**src/rtl/cpu_run_controller.sv**
```systemverilog
// cpu_run_controller
// Run-control FSM placed directly upstream of the CPU clock generator.
// PROCESS_FINISHED=1 holds the generated CPU clock (TICK) stopped. The FSM
// starts, single-steps, aborts and stops execution from host controls and
// the decoder's halt level. Rising edges of TICK are counted into a
// saturating CYCLE_COUNT that is cleared only by reset or an accepted START.
//
// Optional build macro: RUN_WATCHDOG_EN
//   Defined   : while RUN or STEP_PULSE, CYCLE_COUNT == WATCHDOG_LIMIT forces
//               DONE and sets the sticky TIMEOUT flag (cleared by START/reset).
//               A halt in the same cycle wins and TIMEOUT stays 0.
//   Undefined : no watchdog logic, TIMEOUT tied 0, WATCHDOG_LIMIT unused.
//
// Handshake/timing note: every control input is sampled on the rising edge
// of MAIN_CLOCK; every output is a register, so a decision taken on edge N
// is visible just after edge N and the clock generator reacts on edge N+1.
// Event priority per cycle: ABORT > HALT_DETECTED > watchdog > START /
// STEP_REQ / STEP_MODE. STATE_DBG mirrors the FSM state register.

module cpu_run_controller #(
    parameter int          CNT_W          = 16,
    parameter int unsigned WATCHDOG_LIMIT = 32'h0000_FFFF
) (
    input  logic             MAIN_CLOCK,
    input  logic             RESET_N,
    input  logic             START,
    input  logic             ABORT,
    input  logic             STEP_MODE,
    input  logic             STEP_REQ,
    input  logic             HALT_DETECTED,
    input  logic             TICK,
    output logic             PROCESS_FINISHED,
    output logic             RUNNING,
    output logic             DONE,
    output logic [CNT_W-1:0] CYCLE_COUNT,
    output logic             TIMEOUT,
    output logic [2:0]       STATE_DBG
);

    typedef enum logic [2:0] {
        S_IDLE       = 3'd0,
        S_RUN        = 3'd1,
        S_STEP_HOLD  = 3'd2,
        S_STEP_PULSE = 3'd3,
        S_DONE       = 3'd4
    } state_t;

    // A step releases the CPU clock for two MAIN_CLOCK cycles: the generator
    // restarts from TICK=0, so two cycles give one full high/low TICK period.
    localparam logic [1:0] STEP_LEN = 2'd2;

    state_t     state;
    state_t     state_nxt;
    logic       start_go;   // START accepted this cycle (clears count/timeout)
    logic       step_load;  // STEP_REQ accepted this cycle
    logic       wd_hit;     // watchdog limit reached (0 when feature absent)
    logic [1:0] step_cnt;
    logic       tick_d;
    logic       tick_rise;

    assign tick_rise = TICK & ~tick_d;
    assign STATE_DBG = state;

    // Next-state decision with the fixed event priority.
    always_comb begin
        state_nxt = state;
        start_go  = 1'b0;
        step_load = 1'b0;
        case (state)
            S_IDLE: begin
                if (!ABORT && START) begin
                    start_go  = 1'b1;
                    state_nxt = STEP_MODE ? S_STEP_HOLD : S_RUN;
                end
            end
            S_RUN: begin
                if (ABORT)              state_nxt = S_IDLE;
                else if (HALT_DETECTED) state_nxt = S_DONE;
                else if (wd_hit)        state_nxt = S_DONE;
                else if (STEP_MODE)     state_nxt = S_STEP_HOLD;
            end
            S_STEP_HOLD: begin
                if (ABORT)              state_nxt = S_IDLE;
                else if (HALT_DETECTED) state_nxt = S_DONE;
                else if (!STEP_MODE)    state_nxt = S_RUN;
                else if (STEP_REQ) begin
                    state_nxt = S_STEP_PULSE;
                    step_load = 1'b1;
                end
            end
            S_STEP_PULSE: begin
                // STEP_REQ is deliberately not looked at here: not queued.
                if (ABORT)                   state_nxt = S_IDLE;
                else if (HALT_DETECTED)      state_nxt = S_DONE;
                else if (wd_hit)             state_nxt = S_DONE;
                else if (step_cnt == 2'd1)   state_nxt = S_STEP_HOLD;
            end
            S_DONE: begin
                if (ABORT) state_nxt = S_IDLE;
                else if (START) begin
                    start_go  = 1'b1;
                    state_nxt = STEP_MODE ? S_STEP_HOLD : S_RUN;
                end
            end
            default: state_nxt = S_IDLE;
        endcase
    end

    // State register and registered status outputs derived from the next state.
    always_ff @(posedge MAIN_CLOCK or negedge RESET_N) begin
        if (!RESET_N) begin
            state            <= S_IDLE;
            PROCESS_FINISHED <= 1'b1;
            RUNNING          <= 1'b0;
            DONE             <= 1'b0;
            step_cnt         <= 2'd0;
        end else begin
            state            <= state_nxt;
            PROCESS_FINISHED <= !((state_nxt == S_RUN) || (state_nxt == S_STEP_PULSE));
            RUNNING          <= (state_nxt == S_RUN) || (state_nxt == S_STEP_PULSE);
            DONE             <= (state_nxt == S_DONE);
            if (step_load)
                step_cnt <= STEP_LEN;
            else if ((state == S_STEP_PULSE) && (step_cnt != 2'd0))
                step_cnt <= step_cnt - 2'd1;
        end
    end

    // TICK edge detector and saturating CPU cycle counter (counts in every state).
    always_ff @(posedge MAIN_CLOCK or negedge RESET_N) begin
        if (!RESET_N) begin
            tick_d      <= 1'b0;
            CYCLE_COUNT <= '0;
        end else begin
            tick_d <= TICK;
            if (start_go)
                CYCLE_COUNT <= '0;
            else if (tick_rise && (CYCLE_COUNT != {CNT_W{1'b1}}))
                CYCLE_COUNT <= CYCLE_COUNT + 1'b1;
        end
    end

`ifdef RUN_WATCHDOG_EN
    localparam logic [CNT_W-1:0] WD_LIMIT = CNT_W'(WATCHDOG_LIMIT);

    logic timeout_q;

    assign wd_hit  = (CYCLE_COUNT == WD_LIMIT);
    assign TIMEOUT = timeout_q;

    // Sticky timeout flag: set when the watchdog actually ends a run.
    always_ff @(posedge MAIN_CLOCK or negedge RESET_N) begin
        if (!RESET_N) begin
            timeout_q <= 1'b0;
        end else if (start_go) begin
            timeout_q <= 1'b0;
        end else if (((state == S_RUN) || (state == S_STEP_PULSE)) &&
                     !ABORT && !HALT_DETECTED && wd_hit) begin
            timeout_q <= 1'b1;
        end
    end
`else
    assign wd_hit  = 1'b0;
    assign TIMEOUT = 1'b0;
`endif

endmodule

```
**config.mk**
```make
export PLATFORM = sky130hd
export DESIGN_NAME = cpu_run_controller
export DESIGN_NICKNAME = d
export VERILOG_FILES = /design/src/rtl/cpu_run_controller.sv
export SDC_FILE = /design/constraint.sdc
export NUM_CORES = 1
export LEC_CHECK = 0
export CORE_UTILIZATION = 39
export DETAILED_ROUTE_END_ITERATION = 8
export GPL_TIMING_DRIVEN = 0
export SETUP_SLACK_MARGIN = 0.4
export SLEW_MARGIN = 15
export SYNTH_ARGS = -nofsm -noshare
export SYNTH_HDL_FRONTEND = slang
export SYNTH_SLANG_ARGS = --single-unit
```
**constraint.sdc**
```tcl
create_clock -name MAIN_CLOCK -period 2.1 [get_ports MAIN_CLOCK]
set_clock_uncertainty 0.1 [all_clocks]
set_input_delay 0.525 -clock MAIN_CLOCK [delete_from_list [all_inputs] [get_ports MAIN_CLOCK]]
set_output_delay 0.525 -clock MAIN_CLOCK [all_outputs]
set_load 0.05 [all_outputs]
```
Word level (Yosys, flattened, before mapping)
Index checks and enable logic that the tools add are counted.

cells by class
  add/subtract/negate cells = 2
  $mul = 0
  div/mod/pow operators = 0
  magnitude comparators = 0
  eq/ne operators = 9
  shift-type cells = 0
  mux-type cells = 28
  bitwise operators = 2
  reduce and logical (&&, ||, !) cells = 10

operators with widths
  kind                     number
  $mux W3                  13
  $mux W16                 2
  $add A16 B1 Y16 const B  1
  $ne A16 B16 Y1 const B   1
  $pmux W3 S5              1
  $eq A3 B2 Y1 const B     3
  $mux W1                  8
  $eq A3 B1 Y1 const B     2
  $eq A3 B3 Y1 const B     2
  $mux W2                  3
  $reduce_bool A2 Y1       3
  $logic_and A1 B1 Y1      3
  $logic_not A3 Y1         1
  $eq A2 B1 Y1 const B     1
  $logic_not A1 Y1         2
  $pmux W1 S2              1
  $sub A2 B1 Y2 const B    1
  $and A1 B1 Y1            1
  $logic_or A1 B1 Y1       1
  $not A1 Y1               1

storage, ports and cells
  flip-flop bits (word level) = 25
  bits in latches = 0
  memory bits (writable) = 0
  bits in read-only memories = 0
  bits of input ports = 8
  output and inout bits = 23
  word-level logic and storage cells = 58
  memories = 0

Depth between registers and ports, before layout
  depth in word-level cells = 8
  mapped depth = 5

Least setup slack after synthesis
OpenSTA, ideal clock, no wires.

  path type = reg-to-reg
  start = register CYCLE_COUNT[0]
  end = register CYCLE_COUNT[10]
  library setup time = 0.077 ns
  arrival time = 1.890 ns
  data required time = 1.923 ns
  path slack = 0.032 ns
  stages on the path, launching flop included = 6
  buffers on the path = 0
  period minus slack after synthesis = 2.068 ns
  cell sequence = dfrtp_1 > ha_1 > and4b_1 > nand3_2 > or4_1 > a21oi_1

between the ends
  word-level cells in the longest chain between the ends = 3
  elaborated cells between the ends (all ways) = 6
  classes of those cells = 1 x add/sub; 1 x eq/ne; 2 x mux; 2 x reduce/logical

ends and longest elaborated chain
  item                                                      line      source
  start, declared                                           35        output logic [CNT_W-1:0] CYCLE_COUNT,
  start signal, assigned                                    139       CYCLE_COUNT <= CYCLE_COUNT + 1'b1;
  $add A16 B1 Y16 / $ne A16 B16 Y1 (equally long branches)  139, 138
  $mux W16 / $logic_and A1 B1 Y1 (equally long branches)    138       else if (tick_rise && (CYCLE_COUNT != {CNT_W{1'b1}}))
  $mux W16 / $reduce_bool A2 Y1 (equally long branches)     --

Parallel ways exist; a longest one is shown, timed or not. The select of a mux whose other input is x is not followed.
A chain may end at the register's enable or synchronous reset.

Worst setup path in the final report
  start = register CYCLE_COUNT[1]
  end = register CYCLE_COUNT[10]

Same word-level chain as after synthesis.

==> flow_summary.json <==
{
  "startpoint_type": "flop",
  "cts_root_buf": "clkbuf_4",
  "totalWireLength_mm": 3.27,
  "cts_tree": "done",
  "syn-cell-area_um2": 1390,
  "ys_seq_area_share_pct": 45.1,
  "synth_top_area_share_pct": 43.2,
  "register_area_um2": 651,
  "reg2reg_setup_slack_ns": 0.39,
  "finalNetCount": 198,
  "cts.htree.levels": 1,
  "synth_common_cells": "dfrtp_1, nand2_1, a21oi_1",
  "grt_setup_unrepaired": "true",
  "path_max_fanout": 8,
  "period_share_pct": 81.4,
  "post-route-min-period_ns": 1.71,
  "cts.path.max_buffers": 2,
  "crit_required_ns": 2.25,
  "hold_path.class": "in2async",
  "synth-edff-count": 0,
  "clock_sinks": 25,
  "ys_seq_elements": 25,
  "r2r_start": "CYCLE_COUNT[1]",
  "fmax_mhz": 585,
  "antenna_cells": 0,
  "ys_warn_count": 0,
  "drive_gt1_share_pct": 42.5,
  "reg2reg_depth": 5,
  "finalHoldViolCount": 0,
  "globalRoute.totalOverflow": 0,
  "critical_path_depth": 5,
  "final_core_util_pct": 55.2,
  "initial_core_util_pct": 41.0,
  "post-synth-top-count-cell": "dfrtp_1",
  "grt_start_max_net_pins": 26,
  "p_per_area_nw_per_um2": 542,
  "routed_via_density": 5.45,
  "async_reset_ff_share_pct": 100,
  "final_cells": 232,
  "numCtsBuffers": 3,
  "drt_first_pass_iters": 4,
  "path_clk_slew_ns": 0.14,
  "grt_pass1_vias": 1077,
  "grt_usage_pct": 17.4,
  "setup_viol": 0,
  "synth_fp_nets": 153,
  "regToRegEndpoint": "CYCLE_COUNT[10]",
  "die_w_um": 61.7,
  "cpMaxStageDelayCell": "or4_4",
  "slew_headroom_pct": 62.6,
  "avgSynthCellArea_um2": 9.80,
  "cp_slowest_stage_delay_ns": 0.43,
  "postCtsHoldBufs": 0,
  "postRouteAntennaNets": 0,
  "status": "finished clean",
  "p_leak_uw": 0.000815,
  "drt-initial-drc-count": 24,
  "yosys-top-cells-area": "dfrtp_1, a21oi_1, nand2_1",
  "peakVddDrop_uv": 274,
  "drv_cap": 0,
  "syn_inst": 142,
  "synth_cell_types": 43,
  "endpoint": "CYCLE_COUNT[10]",
  "fp.coreArea_um2": 3390,
  "routabilityCongestion": 0.776,
  "drc_errors": 0,
  "fin_tns_setup_ns": 0,
  "vias": 1264,
  "multiInputGateArea_um2": 820,
  "port_buffers": 29,
  "n_fill_cell": 321,
  "hpwl_mm": 2.30,
  "fp.dieH_um": 61.7,
  "worstPathArrival_ns": 1.86,
  "worstSetupPathType": "reg2reg",
  "area_growth_pct": 34.5,
  "worstPathCellList": "ha_4, and4b_2, nand3_4, or4_4, a21oi_2",
  "dpl.cell_count": 217,
  "placementRows": 21,
  "slew_violations": 0,
  "die_area_um2": 3810,
  "cp-end-kind": "flop",
  "insertion_delay_ns": 0.31,
  "crit_family": "simple AND/OR/NAND/NOR gates",
  "crit_start": "CYCLE_COUNT[1]",
  "yosysTopAreaCell": "dfrtp_1",
  "antenna_found_initial": 0,
  "path_buf_inv": 0,
  "synthFlopType": "dfrtp_1",
  "whs_ns": 0.0796,
  "io_pins": 31,
  "worstMarginPinSlew_ns": 0.561,
  "wl_per_cell_um": 14.1,
  "grt_pass1_wl_mm": 4.80
}
-- where the power goes --
group / switching, µW / leakage, µW / internal, µW
clock network: 142 / 0.0000150 / 74.1
logic: 156 / 0.000497 / 89.5
registers: 30.5 / 0.000303 / 521
total: 329 / 0.000815 / 685
-- state kept, by name (all words and copies together), names as in the netlist --
register          flops
RUNNING               1
CYCLE_COUNT          16
STATE_DBG             3
tick_d                1
PROCESS_FINISHED      1
DONE                  1
step_cnt              2
-- worst min-delay path by stage --
stage                     end  cells after the start
6_report       CYCLE_COUNT[3]                      1
5_1_grt        CYCLE_COUNT[3]                      1
4_1_cts                tick_d                      1
3_5_place_dp      step_cnt[1]                      2
3_3_place_gp      step_cnt[1]                      2
2_1_floorplan  CYCLE_COUNT[0]                      0
-- metal layers --
layer | vias to the layer above | wire [µm] | GRT usage (%)
met1 | 608 | 1480 | 21.5
met2 | 20 | 1660 | 30.9
met4 | 0 | 15 | 4.76
met5 | - | 0 | 0
met3 | 2 | 107 | 3.31
li1 | 634 | - | -
-- repair_timing --
item / CTS / global route
buffers inserted: 2 / 8
pin swaps: 1 / 6
endpoints found under the setup margin: 52 / 27
cloned: 0 / 1
gates resized for setup: 115 / 20
-- logic make-up after synthesis --
kind of cell             count (synthesis)  synth area share (%)
flip-flops                              25                  45.1
XOR/XNOR                                 1                 0.630
adder cells (fa/ha/maj)                  4                  3.42
other                                    1                 0.270
AO/OA/AOI/OAI                           30                  13.4
buffers and inverters                    6                  1.98
AND/OR/NAND/NOR                         72                  33.1
multiplexers                             3                  2.16
-- placed cells by master, fill, tap and decap left out, types with 4 or more instances in the layout --
| master | instances |
|---|---|
| nand3_1 | 5 |
| o21ai_0 | 6 |
| nor2_1 | 6 |
| dfrtp_1 | 5 |
| inv_1 | 4 |
| or3_1 | 5 |
| nand2_1 | 12 |
| a21oi_1 | 10 |
| buf_4 | 13 |
| buf_2 | 12 |
| clkbuf_4 | 10 |
| dfrtp_2 | 19 |
| nand2b_1 | 5 |
| clkdlybuf4s50_1 | 5 |
| nor3_1 | 6 |
| o31ai_1 | 4 |
-- layout make-up --
type / count / share of cell area [%]
buffer: 2 / 0.668
multi-input combinational: 112 / 43.8
timing repair buffer: 39 / 15.5
clock buffer: 4 / 1.40
inverter: 4 / 0.802
tap: 46 / 3.07
sequential: 25 / 34.8
-- through the flow --
stage               total power, µW  worst slack, ns  instance area, µm²
finish                         1010            0.391                1870
global route                   1080            0.320                1870
CTS                            1020            0.326                1750
detailed placement              814           -0.226                1790
global placement                806           -0.190                1790
floorplan                       723            0.298                1440
Power figures use the tool's default switching activity.
==> patch 1, RTL diff (same settings) <==
Register the output `STATE_DBG` once more, with the module's reset; this adds one clock of latency there. The other outputs are not delayed to match.
--- a/src/rtl/cpu_run_controller.sv
+++ b/src/rtl/cpu_run_controller.sv
@@ -59,7 +59,13 @@
     logic       tick_rise;
 
     assign tick_rise = TICK & ~tick_d;
-    assign STATE_DBG = state;
+    always_ff @(posedge MAIN_CLOCK or negedge RESET_N) begin
+        if (!RESET_N) begin
+            STATE_DBG <= '0;
+        end else begin
+            STATE_DBG <= state;
+        end
+    end
 
     // Next-state decision with the fixed event priority.
     always_comb begin
Behaviour: not the same (a bounded check fails within 4 cycles, from zero or initial values and one cycle with RESET_N low).
==> patch 1 against the unedited design <==
- count of clock-buffer cells in the layout is 1 lower
- routed wire length increased by 11%
- total power up 35%
- design area increased by 14%
- critical endpoint is now CYCLE_COUNT[14]$_DFFE_PN0P_
- worst setup slack got worse by 0.084 ns
- sequential power rose by 11%
- highest routed layer unchanged
- largest power group unchanged
- sequential cell count grew 3
- area after synthesis rose by 8.0%
==> patch 1: results (changes against the unedited design) <==
status=finished clean (unchanged); Crit-path slowest cell=or4_1 (was or4_4); worst r2r path cells=6 (was 5); Worst Hold Class=in -> async (unchanged); Fill cells=356 (was 321); Seq/Total Area, Yosys=46.7% (was 45.1%); pin count of the biggest net entering global routing=29 (was 26); Mean Syn Cell Area=9.82 um^2 (was 9.80 um^2); # port buffers=29 (unchanged); root buf cell=clkbuf_8 (was clkbuf_4); RePlAce Congestion=0.708 (was 0.776); Synth area leaders=dfrtp_1 45%, nand2_1 4.7%, a21oi_1 3.3%, mux2i_1 2.7%, ha_1 2.5% (was dfrtp_1 43%, a21oi_1 4.0%, nand2_1 3.5%, ha_1 2.7%, nand3_1 2.5%); antenna violations before repair=0 (unchanged); Post-Place Cells=230 (was 217); Unique masters post-synth=53 (was 43); Syn Nets=164 (was 153); final wirelength=3.63 mm (was 3.27 mm); final net count=215 (was 198); drt first pass iters=4 (unchanged); hpwl dp=2.42 mm (was 2.30 mm); first-pass GRT wire length=5.91 mm (was 4.80 mm); actual slew at the worst max-slew pin=0.636 ns (was 0.561 ns); clock slew at reported path FFs=0.10 ns (was 0.14 ns); maximum vdd drop=0.320 mV (was 0.274 mV); Iter 0 DRT Violations=64 (was 24); Static Leak=0.000934 uW (was 0.000815 uW); clock latency at the later pin of the worst-skew pair=0.28 ns (was 0.31 ns); CP Max Fanout=4 (was 8); vias after detailed routing=1,380 (was 1,264); vias in the first global route=1,301 (was 1,077); top post-synthesis cells by count=27 x dfrtp_1, 19 x nand2_1, 10 x a21oi_1 (was 24 x dfrtp_1, 13 x nand2_1, 11 x a21oi_1); Switching Fraction=29.6% (was 32.4%); clock buffer depth=2 (unchanged); layout cells sized above 1=44.8% (was 42.5%); DR WL/cell=14.5 um (was 14.1 um); gr usage total=18.6% (was 17.4%)
==> patch 1: changes by cell type in the layout (fill, tap and decap cells not counted), sizes merged, moves of 5 or more <==
cell    unedited run  this run
nor4               6         1
buf               27        37
nand2             14        20
clkbuf            11         6
==> patch 1: stage by stage <==
step	hold slack [ns]	power [uW]	worst slack, ns	cell area, um^2	setup TNS, ns
floorplan	0.129	812	0.221	1540	0
global placement	0.263	903	-0.479	1890	-7.80
detailed placement	0.269	913	-0.450	1890	-4.86
CTS	0.172	1360	0.353	2020	0
global route	0.193	1430	0.248	2120	0
finish	0.147	1370	0.307	2120	0
==> patch 1: routing by layer <==
layer  GRT usage [%]  routed length (um)  vias up  share of wire, %
met1            23.0                1580      681                44
met2            31.9                1840       28                51
met3            5.00                 180        5               5.0
li1                -                   -      666                 -
met4            4.83                  25        0              0.69
met5               0                   0        -                 0
==> patch 1: layout make-up <==
cell class,instances,area share [%]
clock inverters,1,1.41
well taps,48,2.83
multi-input cells,116,40.6
clock buffers,3,1.94
plain buffers,5,2.12
repair buffers,46,16.5
flip-flops and latches,28,33.9
inverters,4,0.707
==> patch 1: final timing paths <==
| path | startpoint | endpoint | slack [ns] |
|---|---|---|---|
| worst max register to register | CYCLE_COUNT[1]$_DFFE_PN0P_ | CYCLE_COUNT[14]$_DFFE_PN0P_ | 0.31 |
| min in group MAIN_CLOCK | state[0]$_DFF_PN0_ | STATE_DBG[0]$_DFF_PN0_ | 0.29 |
| worst min register to register | state[0]$_DFF_PN0_ | STATE_DBG[0]$_DFF_PN0_ | 0.29 |
| max in group asynchronous | RESET_N | CYCLE_COUNT[4]$_DFFE_PN0P_ | 1.30 |
| worst max-delay path | CYCLE_COUNT[1]$_DFFE_PN0P_ | CYCLE_COUNT[14]$_DFFE_PN0P_ | 0.31 |
| worst min-delay path | RESET_N | tick_d$_DFF_PN0_ | 0.15 |
==> patch 1: repair_timing <==
item | in CTS | in global routing
pin swaps | 8 | 10
buffers inserted | 12 | 5
gates resized for setup | 110 | 31
endpoints found under the setup margin | 41 | 25
==> patch 1: power groups by stage <==
stage               registers [uW]  clock network (uW)  logic (uW)
CTS                            615                 443         303
finish                         615                 437         314
global route                   620                 463         343
floorplan                      698                   0         114
global placement               629                   0         274
detailed placement             631                   0         282
==> patch 1: cells by family (layout without fill, tap and decap cells) <==
logic type / Yosys count / in the layout / share of synthesized area [%]
DFF: 28 / 28 / 46.7
other: 1 / 1 / 0.250
buffers and inverters: 9 / 59 / 2.58
AOI/OAI and AO/OA: 36 / 36 / 16.2
xor gates and xnor gates: 1 / 1 / 0.583
adders and majority gates: 4 / 4 / 3.16
and+or+nand+nor: 70 / 70 / 27.8
muxes: 4 / 4 / 2.66
==> patch 2, RTL diff (same flow settings) <==
Without the edit above. Build with the macro `RUN_WATCHDOG_EN` defined.
--- a/src/rtl/cpu_run_controller.sv
+++ b/src/rtl/cpu_run_controller.sv
@@ -16,6 +16,8 @@
 // is visible just after edge N and the clock generator reacts on edge N+1.
 // Event priority per cycle: ABORT > HALT_DETECTED > watchdog > START /
 // STEP_REQ / STEP_MODE. STATE_DBG mirrors the FSM state register.
+
+`define RUN_WATCHDOG_EN
 
 module cpu_run_controller #(
     parameter int          CNT_W          = 16,
Check against the original RTL: no difference found for any inputs over 10 cycles, from zero or initial values and one cycle with RESET_N low; that may be too few to reach the edited logic, so the function may still have changed.
==> patch 2 against the unedited design <==
- non-clock buffer count is 15 higher
- utilization is 7.6 points higher
- total power is 11% higher
- worst setup slack worse by 0.12 ns
- highest routed layer unchanged
- largest cell class unchanged
- routed wire length is 13% higher
- critical path depth stayed put
- sequential cell count is 1 higher
- fmax is 6.3% lower
- area after synthesis is 0.72% higher
- cell count is 5.6% higher
- design area is 14% higher
==> patch 2: results (changes against the unedited design) <==
status=finished clean (unchanged); Cell Area, Placed=1830 um^2 (was 1790 um^2); # port buffers=30 (was 29); worst r2r path cells=5 (unchanged); RePlAce Congestion=0.739 (was 0.776); Post-Place Cells=220 (was 217); Unique masters post-synth=44 (was 43); crit-path max cell delay=0.51 ns (was 0.43 ns); Static Leak=0.000953 uW (was 0.000815 uW); layout cells sized above 1=50.8% (was 42.5%); hpwl dp=2.29 mm (was 2.30 mm); clock slew at reported path FFs=0.16 ns (was 0.14 ns); first-pass GRT wire length=5.59 mm (was 4.80 mm); drt first pass iters=4 (unchanged); pin count of the biggest net entering global routing=27 (was 26); TritonCTS buffer count=3 (unchanged); CP arrival=2.01 ns (was 1.86 ns); final net count=211 (was 198); vias in the first global route=1,175 (was 1,077); Seq/Total Area, Yosys=46.5% (was 45.1%); root buf cell=clkbuf_4 (unchanged); Final Critical Period=1.82 ns (was 1.71 ns); Worst Hold Class=in -> async (unchanged); Synth Warn #=0 (unchanged); Top reg by flops=CYCLE_COUNT (unchanged); top post-synthesis cells by count=25 x dfrtp_1, 14 x a21oi_1, 13 x o21ai_0 (was 24 x dfrtp_1, 13 x nand2_1, 11 x a21oi_1); critical path's top delay family=simple AND/OR/NAND/NOR gates (unchanged); CP Max Fanout=5 (was 8); max FFs per register=16 (unchanged); Syn Nets=155 (was 153); ant diodes=0 (unchanged); post-synthesis instance total=144 (was 142); Iter 0 DRT Violations=53 (was 24); vias after detailed routing=1,364 (was 1,264); final wirelength=3.70 mm (was 3.27 mm); antenna violations before repair=0 (unchanged); clock buffer depth=2 (unchanged); Fill cells=288 (was 321); clock latency at the later pin of the worst-skew pair=0.34 ns (was 0.31 ns); actual slew at the worst max-slew pin=0.579 ns (was 0.561 ns); Crit-path slowest cell=or4_4 (unchanged); gr usage total=20.0% (was 17.4%); maximum vdd drop=0.332 mV (was 0.274 mV); Synth area leaders=dfrtp_1 45%, a21oi_1 5.0%, o21ai_0 4.6%, or3_1 3.1%, ha_1 2.7% (was dfrtp_1 43%, a21oi_1 4.0%, nand2_1 3.5%, ha_1 2.7%, nand3_1 2.5%); post-DR vias/cell=5.57 (was 5.45); CTS HTree Levels=1 (unchanged); ys async rst share=100% (unchanged)
-- patch 2: cell count changes after synthesis, moves of 3 or more --
cell     change
o21ai_0      +7
or3_2        +3
nand3_1      -4
a21oi_1      +3
nand2_1      -6
-- patch 2: final cells by class --
type	count	area [um^2]	area share (%)
inverters	6	22.5	1.06
plain buffers	5	63.8	3.00
flip-flops and latches	26	673	31.6
repair buffers	51	415	19.5
well taps	46	57.6	2.70
multi-input cells	107	871	40.9
clock buffers	4	26.3	1.23
-- patch 2: what timing repair did --
action	4_1_cts	5_1_grt
endpoints found under the hold margin	0	0
gates cloned	1	1
endpoints found under the setup margin	68	39
resized for setup	135	48
buffers inserted	7	12
hold buffers	0	0
pin swaps	9	14
-- patch 2: stage by stage --
| step | setup slack [ns] | power (uW) | utilization, % | TNS, ns |
|---|---|---|---|---|
| 2_1_floorplan | 0.0981 | 763 | - | 0 |
| 3_3_place_gp | -0.209 | 851 | 53.9 | -3.24 |
| 3_5_place_dp | -0.214 | 862 | 53.9 | -4.11 |
| 4_1_cts | 0.280 | 1100 | 56.2 | 0 |
| 5_1_grt | 0.206 | 1190 | 62.8 | 0 |
| 6_report | 0.276 | 1130 | 62.8 | 0 |
-- patch 2: report_power, final --
part	switching (uW)	internal [uW]	leakage, uW
Combinational	186	135	0.000616
Sequential	32.2	543	0.000322
Clock	159	74.8	0.0000150
Total	378	753	0.000953
-- patch 2: cell families after synthesis --
family | share of synthesized area (%)
DFF | 46.5
muxes | 1.52
xor gates and xnor gates | 0.625
buffers and inverters | 3.21
and+or+nand+nor | 28.0
AOI/OAI and AO/OA | 17.4
adders and majority gates | 2.68
-- patch 2: routing by layer --
| metal | share of wire (%) | GRT usage [%] | vias to the layer above |
|---|---|---|---|
| met3 | 4.3 | 2.07 | 5 |
| met4 | 1.6 | 8.89 | 0 |
| met2 | 50 | 30.9 | 32 |
| met1 | 45 | 28.5 | 669 |
| li1 | - | - | 658 |
| met5 | 0 | 0 | - |
-- patch 2: final timing paths --
kind / from / end / slack [ns]
worst max-delay path: CYCLE_COUNT[0]$_DFFE_PN0P_ / CYCLE_COUNT[8]$_DFFE_PN0P_ / 0.28
worst max register to register: CYCLE_COUNT[0]$_DFFE_PN0P_ / CYCLE_COUNT[8]$_DFFE_PN0P_ / 0.28
worst min register to register: step_cnt[1]$_DFFE_PN0P_ / step_cnt[1]$_DFFE_PN0P_ / 0.41
min in group MAIN_CLOCK: step_cnt[1]$_DFFE_PN0P_ / step_cnt[1]$_DFFE_PN0P_ / 0.41
worst min-delay path: RESET_N / CYCLE_COUNT[6]$_DFFE_PN0P_ / 0.05
max in group asynchronous: RESET_N / STATE_DBG[0]$_DFF_PN0_ / 1.42
